$ cat src/rtl/led_frame_sched_pkg.sv
// Shared types for the LED frame scheduler: zone colour, 16-zone pattern, FSM states.
// Pure declarations and helpers, no timing or flow control.
package led_sched_pkg;

    localparam int NZONE = 16;
    localparam int PAT_W = NZONE * 12;

    typedef struct packed {
        logic [3:0] r;
        logic [3:0] g;
        logic [3:0] b;
    } rgb444_t;

    typedef rgb444_t [NZONE-1:0] pattern_t;

    typedef enum logic [2:0] {IDLE, START, TXWAIT, LATCH, GAP} sched_state_e;

    function automatic pattern_t unpack_pattern(input logic [PAT_W-1:0] d);
        pattern_t p;
        for (int i = 0; i < NZONE; i++) begin
            p[i] = rgb444_t'(d[i*12 +: 12]);
        end
        return p;
    endfunction

    function automatic logic [PAT_W-1:0] pack_pattern(input pattern_t p);
        logic [PAT_W-1:0] d;
        for (int i = 0; i < NZONE; i++) begin
            d[i*12 +: 12] = p[i];
        end
        return d;
    endfunction

endpackage

$ cat src/rtl/led_frame_sched_if.sv
// Control/config inputs and frame outputs of the LED frame scheduler.
// master drives run/cfg/sel; slave (the scheduler) drives pulses, status and zone colours.
interface led_sched_if #(
    parameter int NPAT = 4
) ();
    import led_sched_pkg::*;

    localparam int IW = $clog2(NPAT);

    logic                       run;
    logic                       cfg_we;
    logic [IW-1:0]              cfg_idx;
    logic [PAT_W-1:0]           cfg_data;
    logic [IW-1:0]              sel_idx;
    logic                       start_o;
    logic                       en_o;
    logic                       busy_o;
    logic [15:0]                frame_cnt_o;
    logic [NZONE-1:0][3:0]      MeanR;
    logic [NZONE-1:0][3:0]      MeanG;
    logic [NZONE-1:0][3:0]      MeanB;

    modport master (
        output run, cfg_we, cfg_idx, cfg_data, sel_idx,
        input  start_o, en_o, busy_o, frame_cnt_o, MeanR, MeanG, MeanB
    );

    modport slave (
        input  run, cfg_we, cfg_idx, cfg_data, sel_idx,
        output start_o, en_o, busy_o, frame_cnt_o, MeanR, MeanG, MeanB
    );
endinterface

$ cat src/rtl/led_frame_sched_timer.sv
// Frame position counter: fc runs 0..FRAME_CYC-1 and wraps, held at 0 while clr.
// Ticks are combinational decodes of fc; no backpressure.
module led_frame_timer #(
    parameter int FRAME_CYC = 3000000,
    parameter int EN_OFS    = 2070000
) (
    input  logic clk_fast,
    input  logic rstn,
    input  logic clr,
    output logic tick_en,
    output logic tick_end
);
    localparam int FW = $clog2(FRAME_CYC);
    localparam logic [FW-1:0] LAST   = FW'(FRAME_CYC - 1);
    localparam logic [FW-1:0] EN_PRE = FW'(EN_OFS - 1);

    logic [FW-1:0] fc;

    always_ff @(posedge clk_fast or negedge rstn) begin
        if (!rstn) begin
            fc <= '0;
        end else if (clr || fc == LAST) begin
            fc <= '0;
        end else begin
            fc <= fc + 1'b1;
        end
    end

    assign tick_en  = (fc == EN_PRE);
    assign tick_end = (fc == LAST);
endmodule

$ cat src/rtl/led_frame_sched.sv
// Frame scheduler: start_o/en_o pulses per frame, pattern bank, active pattern held per frame.
// start_o one cycle after run seen in IDLE; pattern visible one cycle after start_o; no backpressure.
// Define LED_SCHED_ROTATE_EN to rotate through the bank every HOLD_FRAMES frames instead of sel_idx.
module led_frame_sched
    import led_sched_pkg::*;
#(
    parameter int FRAME_CYC   = 3000000,
    parameter int EN_OFS      = 2070000,
    parameter int NPAT        = 4,
    parameter int HOLD_FRAMES = 50
) (
    input  logic        clk_fast,
    input  logic        rstn,
    led_sched_if.slave  sif
);
    localparam int IW = $clog2(NPAT);

    if (FRAME_CYC < EN_OFS + 2 || EN_OFS < 1 || HOLD_FRAMES < 1 ||
        NPAT < 2 || (NPAT & (NPAT - 1)) != 0) begin : g_bad_cfg
        $error("led_frame_sched: illegal parameter set");
    end

    sched_state_e  state;
    pattern_t      bank [NPAT];
    pattern_t      act;
    logic [IW-1:0] cur_idx;
    logic          tick_en;
    logic          tick_end;

`ifdef LED_SCHED_ROTATE_EN
    localparam int HW = $clog2(HOLD_FRAMES + 1);
    logic [HW-1:0] hold_cnt;
`endif

    led_frame_timer #(
        .FRAME_CYC (FRAME_CYC),
        .EN_OFS    (EN_OFS)
    ) u_timer (
        .clk_fast  (clk_fast),
        .rstn      (rstn),
        .clr       (state == IDLE),
        .tick_en   (tick_en),
        .tick_end  (tick_end)
    );

    always_ff @(posedge clk_fast or negedge rstn) begin
        if (!rstn) begin
            state           <= IDLE;
            sif.start_o     <= 1'b0;
            sif.en_o        <= 1'b0;
            sif.busy_o      <= 1'b0;
            sif.frame_cnt_o <= '0;
            act             <= '0;
            cur_idx         <= '0;
`ifdef LED_SCHED_ROTATE_EN
            hold_cnt        <= '0;
`endif
            for (int i = 0; i < NPAT; i++) begin
                bank[i] <= '0;
            end
        end else begin
            sif.start_o <= 1'b0;
            sif.en_o    <= 1'b0;
            // Same-cycle read of bank in START sees the pre-write value.
            if (sif.cfg_we) begin
                bank[sif.cfg_idx] <= unpack_pattern(sif.cfg_data);
            end
            case (state)
                IDLE: begin
`ifndef LED_SCHED_ROTATE_EN
                    cur_idx <= sif.sel_idx;
`endif
                    if (sif.run) begin
                        state       <= START;
                        sif.start_o <= 1'b1;
                        sif.busy_o  <= 1'b1;
                    end
                end
                START: begin
                    act <= bank[cur_idx];
                    if (tick_en) begin
                        state    <= LATCH;
                        sif.en_o <= 1'b1;
                    end else begin
                        state <= TXWAIT;
                    end
                end
                TXWAIT: begin
                    if (tick_en) begin
                        state    <= LATCH;
                        sif.en_o <= 1'b1;
                    end
                end
                LATCH: state <= GAP;
                GAP: begin
                    if (tick_end) begin
                        sif.frame_cnt_o <= sif.frame_cnt_o + 16'd1;
`ifdef LED_SCHED_ROTATE_EN
                        if (hold_cnt == HW'(HOLD_FRAMES - 1)) begin
                            hold_cnt <= '0;
                            cur_idx  <= cur_idx + 1'b1;
                        end else begin
                            hold_cnt <= hold_cnt + 1'b1;
                        end
`else
                        cur_idx <= sif.sel_idx;
`endif
                        if (sif.run) begin
                            state       <= START;
                            sif.start_o <= 1'b1;
                        end else begin
                            state      <= IDLE;
                            sif.busy_o <= 1'b0;
                        end
                    end
                end
                default: state <= IDLE;
            endcase
        end
    end

    always_comb begin
        sif.MeanR = '0;
        sif.MeanG = '0;
        sif.MeanB = '0;
        for (int z = 0; z < NZONE; z++) begin
            sif.MeanR[z] = act[z].r;
            sif.MeanG[z] = act[z].g;
            sif.MeanB[z] = act[z].b;
        end
    end
endmodule

$ cat src/flat_wrapper.sv
// flat-port wrapper written by rule: the top's interface ports become plain ports
module led_frame_sched_flat import led_sched_pkg::*;
#(
    parameter int FRAME_CYC   = 3000000,
    parameter int EN_OFS      = 2070000,
    parameter int NPAT        = 4,
    parameter int HOLD_FRAMES = 50
)
  (clk_fast, rstn, sif_run, sif_cfg_we, sif_cfg_idx, sif_cfg_data, sif_sel_idx, sif_start_o, sif_en_o, sif_busy_o, sif_frame_cnt_o, sif_MeanR, sif_MeanG, sif_MeanB);
  led_sched_if #(.NPAT(NPAT)) sif_i ();
  input  logic clk_fast;
  input  logic rstn;
  input wire logic [$bits(sif_i.run)-1:0] sif_run;
  input wire logic [$bits(sif_i.cfg_we)-1:0] sif_cfg_we;
  input wire logic [$bits(sif_i.cfg_idx)-1:0] sif_cfg_idx;
  input wire logic [$bits(sif_i.cfg_data)-1:0] sif_cfg_data;
  input wire logic [$bits(sif_i.sel_idx)-1:0] sif_sel_idx;
  output wire logic [$bits(sif_i.start_o)-1:0] sif_start_o;
  output wire logic [$bits(sif_i.en_o)-1:0] sif_en_o;
  output wire logic [$bits(sif_i.busy_o)-1:0] sif_busy_o;
  output wire logic [$bits(sif_i.frame_cnt_o)-1:0] sif_frame_cnt_o;
  output wire logic [$bits(sif_i.MeanR)-1:0] sif_MeanR;
  output wire logic [$bits(sif_i.MeanG)-1:0] sif_MeanG;
  output wire logic [$bits(sif_i.MeanB)-1:0] sif_MeanB;
  assign sif_i.run = sif_run;
  assign sif_i.cfg_we = sif_cfg_we;
  assign sif_i.cfg_idx = sif_cfg_idx;
  assign sif_i.cfg_data = sif_cfg_data;
  assign sif_i.sel_idx = sif_sel_idx;
  assign sif_start_o = sif_i.start_o;
  assign sif_en_o = sif_i.en_o;
  assign sif_busy_o = sif_i.busy_o;
  assign sif_frame_cnt_o = sif_i.frame_cnt_o;
  assign sif_MeanR = sif_i.MeanR;
  assign sif_MeanG = sif_i.MeanG;
  assign sif_MeanB = sif_i.MeanB;
  led_frame_sched #(.FRAME_CYC(FRAME_CYC), .EN_OFS(EN_OFS), .NPAT(NPAT), .HOLD_FRAMES(HOLD_FRAMES)) u_core (.clk_fast(clk_fast), .rstn(rstn), .sif(sif_i));
endmodule
$ cat config.mk
export PLATFORM = sky130hd
export DESIGN_NAME = led_frame_sched_flat
export DESIGN_NICKNAME = d
export VERILOG_FILES = /design/src/rtl/led_frame_sched_pkg.sv /design/src/rtl/led_frame_sched_if.sv /design/src/rtl/led_frame_sched_timer.sv /design/src/rtl/led_frame_sched.sv /design/src/flat_wrapper.sv
export SDC_FILE = /design/constraint.sdc
export NUM_CORES = 1
export LEC_CHECK = 0
export CAP_MARGIN = 20
export CORE_MARGIN = 3
export CORE_UTILIZATION = 25
export DETAILED_ROUTE_END_ITERATION = 7
export HOLD_SLACK_MARGIN = 0.03
export MAX_ROUTING_LAYER = met4
export REMOVE_ABC_BUFFERS = 1
export SLEW_MARGIN = 40
export SYNTH_ARGS = -nofsm -noshare
export SYNTH_HDL_FRONTEND = slang
export SYNTH_HIERARCHICAL = 1
export SYNTH_SLANG_ARGS = --single-unit
$ cat constraint.sdc
create_clock -name clk_fast -period 5.6 [get_ports clk_fast]
set_clock_uncertainty 0.1 [all_clocks]
set_input_delay 1.68 -clock clk_fast [delete_from_list [all_inputs] [get_ports clk_fast]]
set_output_delay 1.68 -clock clk_fast [all_outputs]
set_load 0.03 [all_outputs]
### Word-level counts from Yosys, hierarchy flattened

Cells that the tools add are included.

* flip-flop bits (word level): 1006
* logic and storage cells: 297

* $add $sub $neg: 2
* magnitude comparators: 3
* equal/unequal tests: 10
* mux-type cells: 24
* bitwise operators: 2
* reduce and logical (&&, ||, !) cells: 9

Operators with widths (number)
* 768-bit bitwise mux: 1
* 192-bit 2-to-1 mux: 3
* 192-bit binary-select mux with 2-bit select: 1
* 192-bit demux with 2-bit select: 1
* 22-bit by 1-bit adder with 22-bit output (second input constant): 1
* 22-bit by 21-bit equality test with 1-bit output (second input constant): 1
* 22-bit equality test (second input constant): 1
* 22-bit 2-to-1 mux: 1
* 16-bit by 1-bit adder with 16-bit output (second input constant): 1
* 3-bit one-hot mux with 5 select lines: 1
* 1-bit 2-to-1 mux: 9
* 3-bit 2-to-1 mux: 3
* 3-bit by 2-bit equality test with 1-bit output (second input constant): 2
* 3-bit greater-or-equal comparator (second input constant): 2
* 2-bit inverter with 3-bit output: 2
* 2-bit by 1-bit inequality test with 1-bit output (second input constant): 2
* 2-bit inequality test (second input constant): 2
* 1-bit one-hot mux with 2 select lines: 2
* 2-bit one-hot mux with 2 select lines: 1
* 2-bit AND reduction: 2
* 4-bit AND reduction: 1
* 3-bit by 1-bit equality test with 1-bit output (second input constant): 1
* 3-bit equality test (second input constant): 1
* 3-bit logical NOT: 1
* other kinds (7): 7

### Logic depth before layout (Yosys ltp)

Gate-level depths: netlist of the first run.

* depth after elaboration: 6
* mapped depth: 9

### Cells and area by module

The synthesis of the first run kept the hierarchy.

Modules (own cells, without submodules)
* led_frame_sched: times used 1, cells each 2358, area an instance 41359.7 um2, sequential area each 24623.6 um2
* led_frame_timer: times used 1, cells each 139, area an instance 1271.2 um2, sequential area each 550.5 um2

### Worst setup path before layout of the first run

OpenSTA, ideal clock, no wires.

* path kind: input port to flip-flop
* start: in sif_cfg_idx[0]
* end: reg u_core/bank[588] (netlist name)
* data arrival time: 2.685 ns
* setup slack: 2.690 ns
* cell stages on the path: 4
* buffers on the path: 2
* cell sequence: nor3b_1 > buf_2 > buf_2 > mux2_2

* longest elaborated chain between the ends: 6

Ends and longest elaborated chain
* from (decl): RTL line flat_wrapper.sv:15 `input wire logic [$bits(sif_i.cfg_idx)-1:0] sif_cfg_idx;`
* 2-bit inverter with 3-bit output (implied by the code) (*): RTL line led_frame_sched.sv:66 `bank[sif.cfg_idx] <= unpack_pattern(sif.cfg_data);`
* 3-bit greater-or-equal comparator (implied by the code) / 3-bit by 1-bit less-than comparator with 1-bit output (equally long branches): RTL line led_frame_sched.sv:66
* 1-bit logical AND (implied by the code): RTL line led_frame_sched.sv:66
* 192-bit 2-to-1 mux (implied by the code): RTL line led_frame_sched.sv:66
* 192-bit demux with 2-bit select (*): RTL line led_frame_sched.sv:66
* 768-bit bitwise mux (*): RTL line led_frame_sched.sv:66
* to (signal, indexed assignment): RTL line led_frame_sched.sv:66
* to (decl): RTL line led_frame_sched.sv:24 `pattern_t bank [NPAT];`

Mark *: on every way between the ends. The rest lies on a longest branch, timed or not.
A chain may end at the register's enable or synchronous reset.

### Worst setup path after layout of the first run

* start: reg u_core.act, in the netlist u_core/sif.MeanR[31]
* end: out sif_MeanR[31]

RTL lines
* from (decl): RTL line led_frame_sched.sv:25 `pattern_t act;`
* from (signal assigned): RTL line led_frame_sched.sv:80 `act <= bank[cur_idx];`
* to (decl): RTL line flat_wrapper.sv:22 `output wire logic [$bits(sif_i.MeanR)-1:0] sif_MeanR;`

No word-level cell between the ends.

==> summary.md, run 1 <==
| Metric | Value |
|---|---|
| Status | complete, no violations |
| Clock transition at path regs | 0.06 ns |
| Post-route ant nets | 0 |
| Die Y | between 400 and 500 um |
| Internal power | roughly 14000 uW |
| GPL Wtd Cong | ~0.75 |
| Main combinational cell family by area after synthesis | multiplexers |
| Worst hold stages | 1 |
| CP top delay family | buffers and inverters |
| Final HPWL DP | approximately 66 mm |
| Critical Path RT | between 3 and 4 ns |
| Final Hold Viols | 0 |
| Power per Cell Area | 354 mW/mm2 |
| DRC errors left | 0 |
| CTS Buf Count | approximately 110 |
| Post-Synth Simple-Gate Area | between 1.5 and 2% |
| Sw Ratio | about a quarter |
| Post-synthesis sequential area ratio | 59.1% |
| Tot Pwr | 18800 uW |
| Proportion of synthesized area in mux cells | approximately 36% |
| CP startpoint kind | register |
| Mapped Area | 0.0426 mm2 |
| Dominant cells by area after synthesis | dfrtp_1, mux2_2, mux4_2, mux2_4, buf_2 |
| Worst r2r path cells | 8 |
| Via Count | around 23000 |
| First-pass DRT Iterations | 5 |
| Critical-path top delay cell | clkdlybuf4s50_1 |
| NetSw | ~4400 uW |
| Crit Path Class | register to output pin |
| Worst ir drop on vdd | around 0.24 mV |
| Stages on the worst setup path | 1 |
| # setup viols final | 0 |
| Worst r2r src | u_core/u_timer/fc[13]$_DFF_PN0_ |
| Ys flop type | dfrtp_1 |
| Layout cell share with drive strength beyond 1 | between 40% and 50% |
| Initial antenna violation count | 17 |
| Post-Layout Cell Count | between 5000 and 6000 |
| Period utilization | roughly two thirds |
| Clock H-tree levels | 3 |
| Iter 0 DRT Violations | between 1000 and 1500 |
| Crit path buf inv count | 1 |
| Final Slew Violations | 0 |
| Clk Latency, worst-skew pair | 0.73 ns |
| Synthesized-area fraction occupied by adder cells | less than 1% |
| Combinational Power Share | 13.4% |
| Port bufs | 410 |
| Clock power frac | 39.3% |
| Initial Util | between 20% and 30% |
| RSZ-0062 raised after global routing | no |
| Slew of the pin with the lowest slew margin | around 0.85 ns |
| Post-Route Setup TNS | 0 ns |
| Core area | about 0.17 mm2 |
| Mapped Cells | ~2500 |
| TritonCTS clock tree | built |
| Min Tclk post-route | around 3.7 ns |
| CTS Root Cell | clkbuf_16 |
| Hold Crit Class | register to register |
| # clock sinks | 1006 |
| Nets | 3122 |
| R2r setup slk | approximately 2.7 ns |
| F_max | 269 MHz |
| Max-Cap Viols | 0 |
| P&R area growth vs syn | 24.7% |
| Pin count of the biggest net entering global routing | 110 |
| Fill cells | 16466 |
| Cell Rows | 150 |
| Yosys top cell area share | around three fifths |
| First-pass GRT wire length | between 150 and 200 mm |
| Hold slack | ~0.37 ns |
| Pleak | 0.0219 uW |
| Mean post-synth cell area | approximately 17 um2 |
| Synth Register Bits | about 1000 |
| Postcts setup bufs | 0 |
| Cells along the critical path | clkdlybuf4s50_1 |
| Drt wl/cell | approximately 20 um |
| Hold path endpoint | u_core/sif.frame_cnt_o[15]$_DFFE_PN0P_ |
| Slew headroom | 43.0% |
| GRT overflow | 0 |
| Area leader, netlist | dfrtp_1 |
| DP Cell Count | 5010 |
| Final wirelength | between 100 and 150 mm |
| Post-CTS Hold Buffers | 0 |
| Yosys warning count | 6 |
| Die Footprint | ~0.18 mm2 |
| Unique masters post-synth | 47 |
| PostCTS Resize Cnt | 0 |
| RR Endpoint | u_core/sif.frame_cnt_o[13]$_DFFE_PN0P_ |
| Type of element capturing the critical path | output pin |
| Count leader, synth | dfrtp_1 |
| Worst Path Arrival | a little under 2 ns |
| Async SR Flop Fraction | 100% |
| Crit-path max cell delay | approximately 0.85 ns |
| Part of the power in registers | 47.3% |
| Vias in the first global route | approximately 25000 |
| Number of synthesized flops with an enable pin | 0 |
| Most frequent cells after synthesis | dfrtp_1, mux2_2, mux4_2 |
| I/O pins | between 400 and 500 |
| Synth Area in Compound Gates | less than 1% |
| Global Route Usage Sum | between 10% and 20% |
| Crit path max fanout | 2 |
| Vias/cell | 4.42 |
| CTS max path bufs | 3 |
| Min-delay src | u_core/sif.frame_cnt_o[15]$_DFFE_PN0P_ |
| Die X-Extent | between 400 and 500 um |
| XOR/XNOR share of the synthesized area | less than 1% |
==> power by group through the flow <==
stage	Combinational, uW	Clock [uW]	Sequential [uW]
detailed placement	2570	0	9040
CTS	2580	7660	8910
global placement	2500	0	9000
floorplan	1830	0	8990
finish	2520	7390	8910
global route	2740	7950	9050
==> layer usage <==
layer | up-vias | share of wire, % | GRT usage, % | wire (um)
li1 | 10179 | - | - | -
met2 | 336 | 52 | 20.6 | 53800
met5 | - | 0 | - | 0
met1 | 12428 | 41 | 14.4 | 42700
met3 | 165 | 3.5 | 2.39 | 3600
met4 | 0 | 3.1 | 4.16 | 3240
==> flip-flops by register name, indices dropped and copies added (netlist names), 2 cells and up <==
| name | cells |
|---|---|
| u_core/sif.frame_cnt_o | 16 |
| u_core/state | 3 |
| u_core/sif.MeanR | 64 |
| u_core/sif.MeanB | 64 |
| u_core/bank | 768 |
| u_core/cur_idx | 2 |
| u_core/sif.MeanG | 64 |
| u_core/u_timer/fc | 22 |
==> placed cells by master, fill, tap and decap left out, drive strengths merged, types with 7 or more instances in the layout <==
cell type      netlist  layout
clkbuf              20     169
mux4               192     192
dfrtp             1006    1006
mux2               962     962
nand4               11      11
nor4                 7       7
nand2               24      24
bufinv               0       9
and3                 8       8
diode                0      15
nand3               15      15
xnor2               23      23
clkdlybuf4s50        0     409
buf                136      56
nor2                27      27
clkinv               0      17
==> final cells by class <==
type / count / area, um2 / area share (%)
inverters: 4 / 15.0 / 0.0282
well taps: 2204 / 2760 / 5.19
clock inverters: 29 / 455 / 0.856
diodes: 15 / 37.5 / 0.0706
flip-flops and latches: 1006 / 25200 / 47.4
clock buffers: 169 / 3260 / 6.13
repair buffers: 465 / 4900 / 9.22
multi-input cells: 1331 / 16600 / 31.2
==> how the worst max path moves through the flow <==
stage	slack [ns]	end	from
finish	1.88	sif_MeanR[31]	u_core/sif.MeanR[31]$_DFFE_PN0N_
global route	1.76	sif_MeanR[31]	u_core/sif.MeanR[31]$_DFFE_PN0N_
CTS	1.74	sif_MeanR[31]	u_core/sif.MeanR[31]$_DFFE_PN0N_
detailed placement	1.53	u_core/bank[544]$_DFFE_PN0P_	sif_cfg_idx[1]
global placement	1.54	u_core/bank[485]$_DFFE_PN0P_	sif_cfg_idx[1]
floorplan	-11.74	u_core/bank[576]$_DFFE_PN0P_	sif_cfg_idx[0]
==> metrics by stage <==
| stage | util, % | instance area, um2 | worst slack (ns) |
|---|---|---|---|
| final | 31.6 | 53200 | 1.88 |
| after global routing | 31.6 | 53200 | 1.76 |
| after CTS | 31.6 | 53100 | 1.74 |
| after detailed placement | 29.4 | 49400 | 1.53 |
| after global placement | 29.3 | 49400 | 1.54 |
| after floorplan | - | 41700 | -11.74 |
==> kinds of logic after synthesis <==
kind of cell    after synthesis
compound gates               17
xor+xnor                     28
fa+ha+maj                     3
buf+inv                     160
flops                      1006
mux                        1154
simple gates                129
No activity file was read; power rests on OpenSTA's default activity.
==> run 2: changes to the inputs <==
- clock period: 5.6 -> 3.9 ns (I/O delays scaled with it)
==> summary.md, run 2 (same netlist as run 1, synthesis figures left out) <==
| Metric | Value |
|---|---|
| Status | complete, no violations |
| Critical-path top delay cell | clkdlybuf4s50_1 |
| Min Tclk post-route | roughly 3.3 ns |
| CP top delay family | buffers and inverters |
| Hold Crit Class | input port to asynchronous set/reset pin |
| Post-route ant nets | 0 |
| GPL Wtd Cong | approximately 0.75 |
| CP startpoint kind | register |
| Crit path max fanout | 2 |
| First-pass DRT Iterations | 4 |
| RR Endpoint | u_core/sif.frame_cnt_o[13]$_DFFE_PN0P_ |
| CP endpoint | sif_MeanR[16] |
| Final Hold Viols | 0 |
| Crit-path max cell delay | between 0.7 and 0.8 ns |
| Power per Cell Area | between 500 and 600 mW/mm2 |
| Postcts setup bufs | 0 |
| First-pass GRT wire length | between 150 and 200 mm |
| Slew headroom | ~42% |
| Post-CTS Hold Buffers | 0 |
| Design Area, Final | between 0.05 and 0.06 mm2 |
| CTS max path bufs | 3 |
| Hold slack | roughly 0.26 ns |
| Util after Layout | about a third |
| R2r setup slk | roughly 1.1 ns |
| Max FFs per register | between 700 and 800 |
| Die Y | between 400 and 500 um |
| CTS Root Cell | clkbuf_16 |
| Initial antenna violation count | 19 |
| Cells along the critical path | clkdlybuf4s50_1 |
| Crit Path Class | register to output pin |
| Initial Util | between 20% and 30% |
| I/O pins | approximately 410 |
| Stages on the worst setup path | 1 |
| Crit path buf inv count | 1 |
| Tot Pwr | 27100 uW |
| CTS Buf Count | ~110 |
| DRC errors left | 0 |
| Slew of the pin with the lowest slew margin | between 0.8 and 0.9 ns |
| Drt wl/cell | ~20 um |
| F_max | around 300 MHz |
| Clk Latency, worst-skew pair | around 0.72 ns |
| Vias/cell | roughly 4.4 |
| Final Slew Violations | 0 |
| Final wirelength | 104 mm |
| Die Footprint | around 0.18 mm2 |
| Vias in the first global route | approximately 26000 |
| Worst Path Arrival | ~2 ns |
| Via Count | between 20000 and 25000 |
| Nets | 3153 |
| Final HPWL DP | roughly 68 mm |
| Worst setup path startpoint | u_core/sif.MeanR[16]$_DFFE_PN0N_ |
| TritonCTS clock tree | built |
| Cell Rows | 150 |
| Die X-Extent | approximately 420 um |
| Most used cells in the layout excluding fill and tap cells | dfrtp_1, mux2_2, clkdlybuf4s50_1 |
| Most common cell after layout, fill and taps aside | dfrtp_1 |
| Period utilization | approximately 84% |
| Critical Path RT | ~2.6 ns |
| Pleak | 0.0222 uW |
| GRT overflow | 0 |
| Placement Cell Area | roughly 0.05 mm2 |
| PostCTS Resize Cnt | 0 |
| Biggest register | u_core/bank |
| Layout cell share with drive strength beyond 1 | a little under half |
| # clock sinks | 1006 |
| Global Route Usage Sum | about an eighth |
| RSZ-0062 raised after global routing | no |
| Iter 0 DRT Violations | between 1000 and 1500 |
| Max-Cap Viols | 0 |
| Clock transition at path regs | about 0.050 ns |
| Clock H-tree levels | 3 |
| Post-Route Setup TNS | 0 ns |
| Worst r2r src | u_core/u_timer/fc[13]$_DFF_PN0_ |
| Port bufs | between 400 and 500 |
| Pin count of the biggest net entering global routing | between 90 and 100 |
| # setup viols final | 0 |
| Type of element capturing the critical path | output pin |
| P&R area growth vs syn | 25.6% |
| Worst r2r path cells | 8 |
| Worst ir drop on vdd | 0.362 mV |
| Core area | 0.168 mm2 |
-- run 2: changes by cell type in the layout (fill, tap and decap cells not counted), sizes merged --
cell,previous run,this run
diode,15,18
inv,5,9
clkinv,17,23
bufinv,9,6
buf,56,86
clkinvlp,2,3
-- run 2: cell type report --
type	instances	area, um2
Fill cell	16415	115000
Sequential cell	1006	25200
Multi-Input combinational cell	1331	16500
Timing Repair Buffer	495	5300
Clock buffer	169	3320
Tap cell	2204	2760
Clock inverter	37	384
Antenna cell	18	45.0
Inverter	4	15.0
-- run 2: how the worst min path moves through the flow --
stage / from / to / slack [ns]
finish: rstn / u_core/sif.MeanB[39]$_DFFE_PN0N_ / 0.26
global placement: u_core/sif.frame_cnt_o[15]$_DFFE_PN0P_ / u_core/sif.frame_cnt_o[15]$_DFFE_PN0P_ / 0.36
detailed placement: u_core/sif.frame_cnt_o[15]$_DFFE_PN0P_ / u_core/sif.frame_cnt_o[15]$_DFFE_PN0P_ / 0.37
floorplan: u_core/bank[192]$_DFFE_PN0P_ / u_core/bank[192]$_DFFE_PN0P_ / 0.37
global route: rstn / u_core/sif.MeanB[39]$_DFFE_PN0N_ / 0.25
CTS: rstn / u_core/sif.MeanB[39]$_DFFE_PN0N_ / 0.24
-- run 2: per-layer routing --
| metal | up-vias | wire length (um) | GRT usage, % |
|---|---|---|---|
| met4 | 0 | 3300 | 5.03 |
| li1 | 10209 | - | - |
| met5 | - | 0 | - |
| met1 | 12541 | 44000 | 14.7 |
| met2 | 345 | 53300 | 20.4 |
| met3 | 156 | 3770 | 2.40 |
-- run 2: where the power goes --
group          switching [uW]  internal, uW  total, uW
logic                    1360          2330       3690
clock network            4340          6250      10600
registers                 750         12000      12800
total                    6440         20600      27100
-- run 2: stage by stage --
step | setup WS, ns | instances
after floorplan | -12.93 | 2341
after global placement | 0.487 | 5040
after detailed placement | 0.475 | 5040
after CTS | 0.467 | 5246
after global routing | 0.519 | 5264
final | 0.620 | 5264
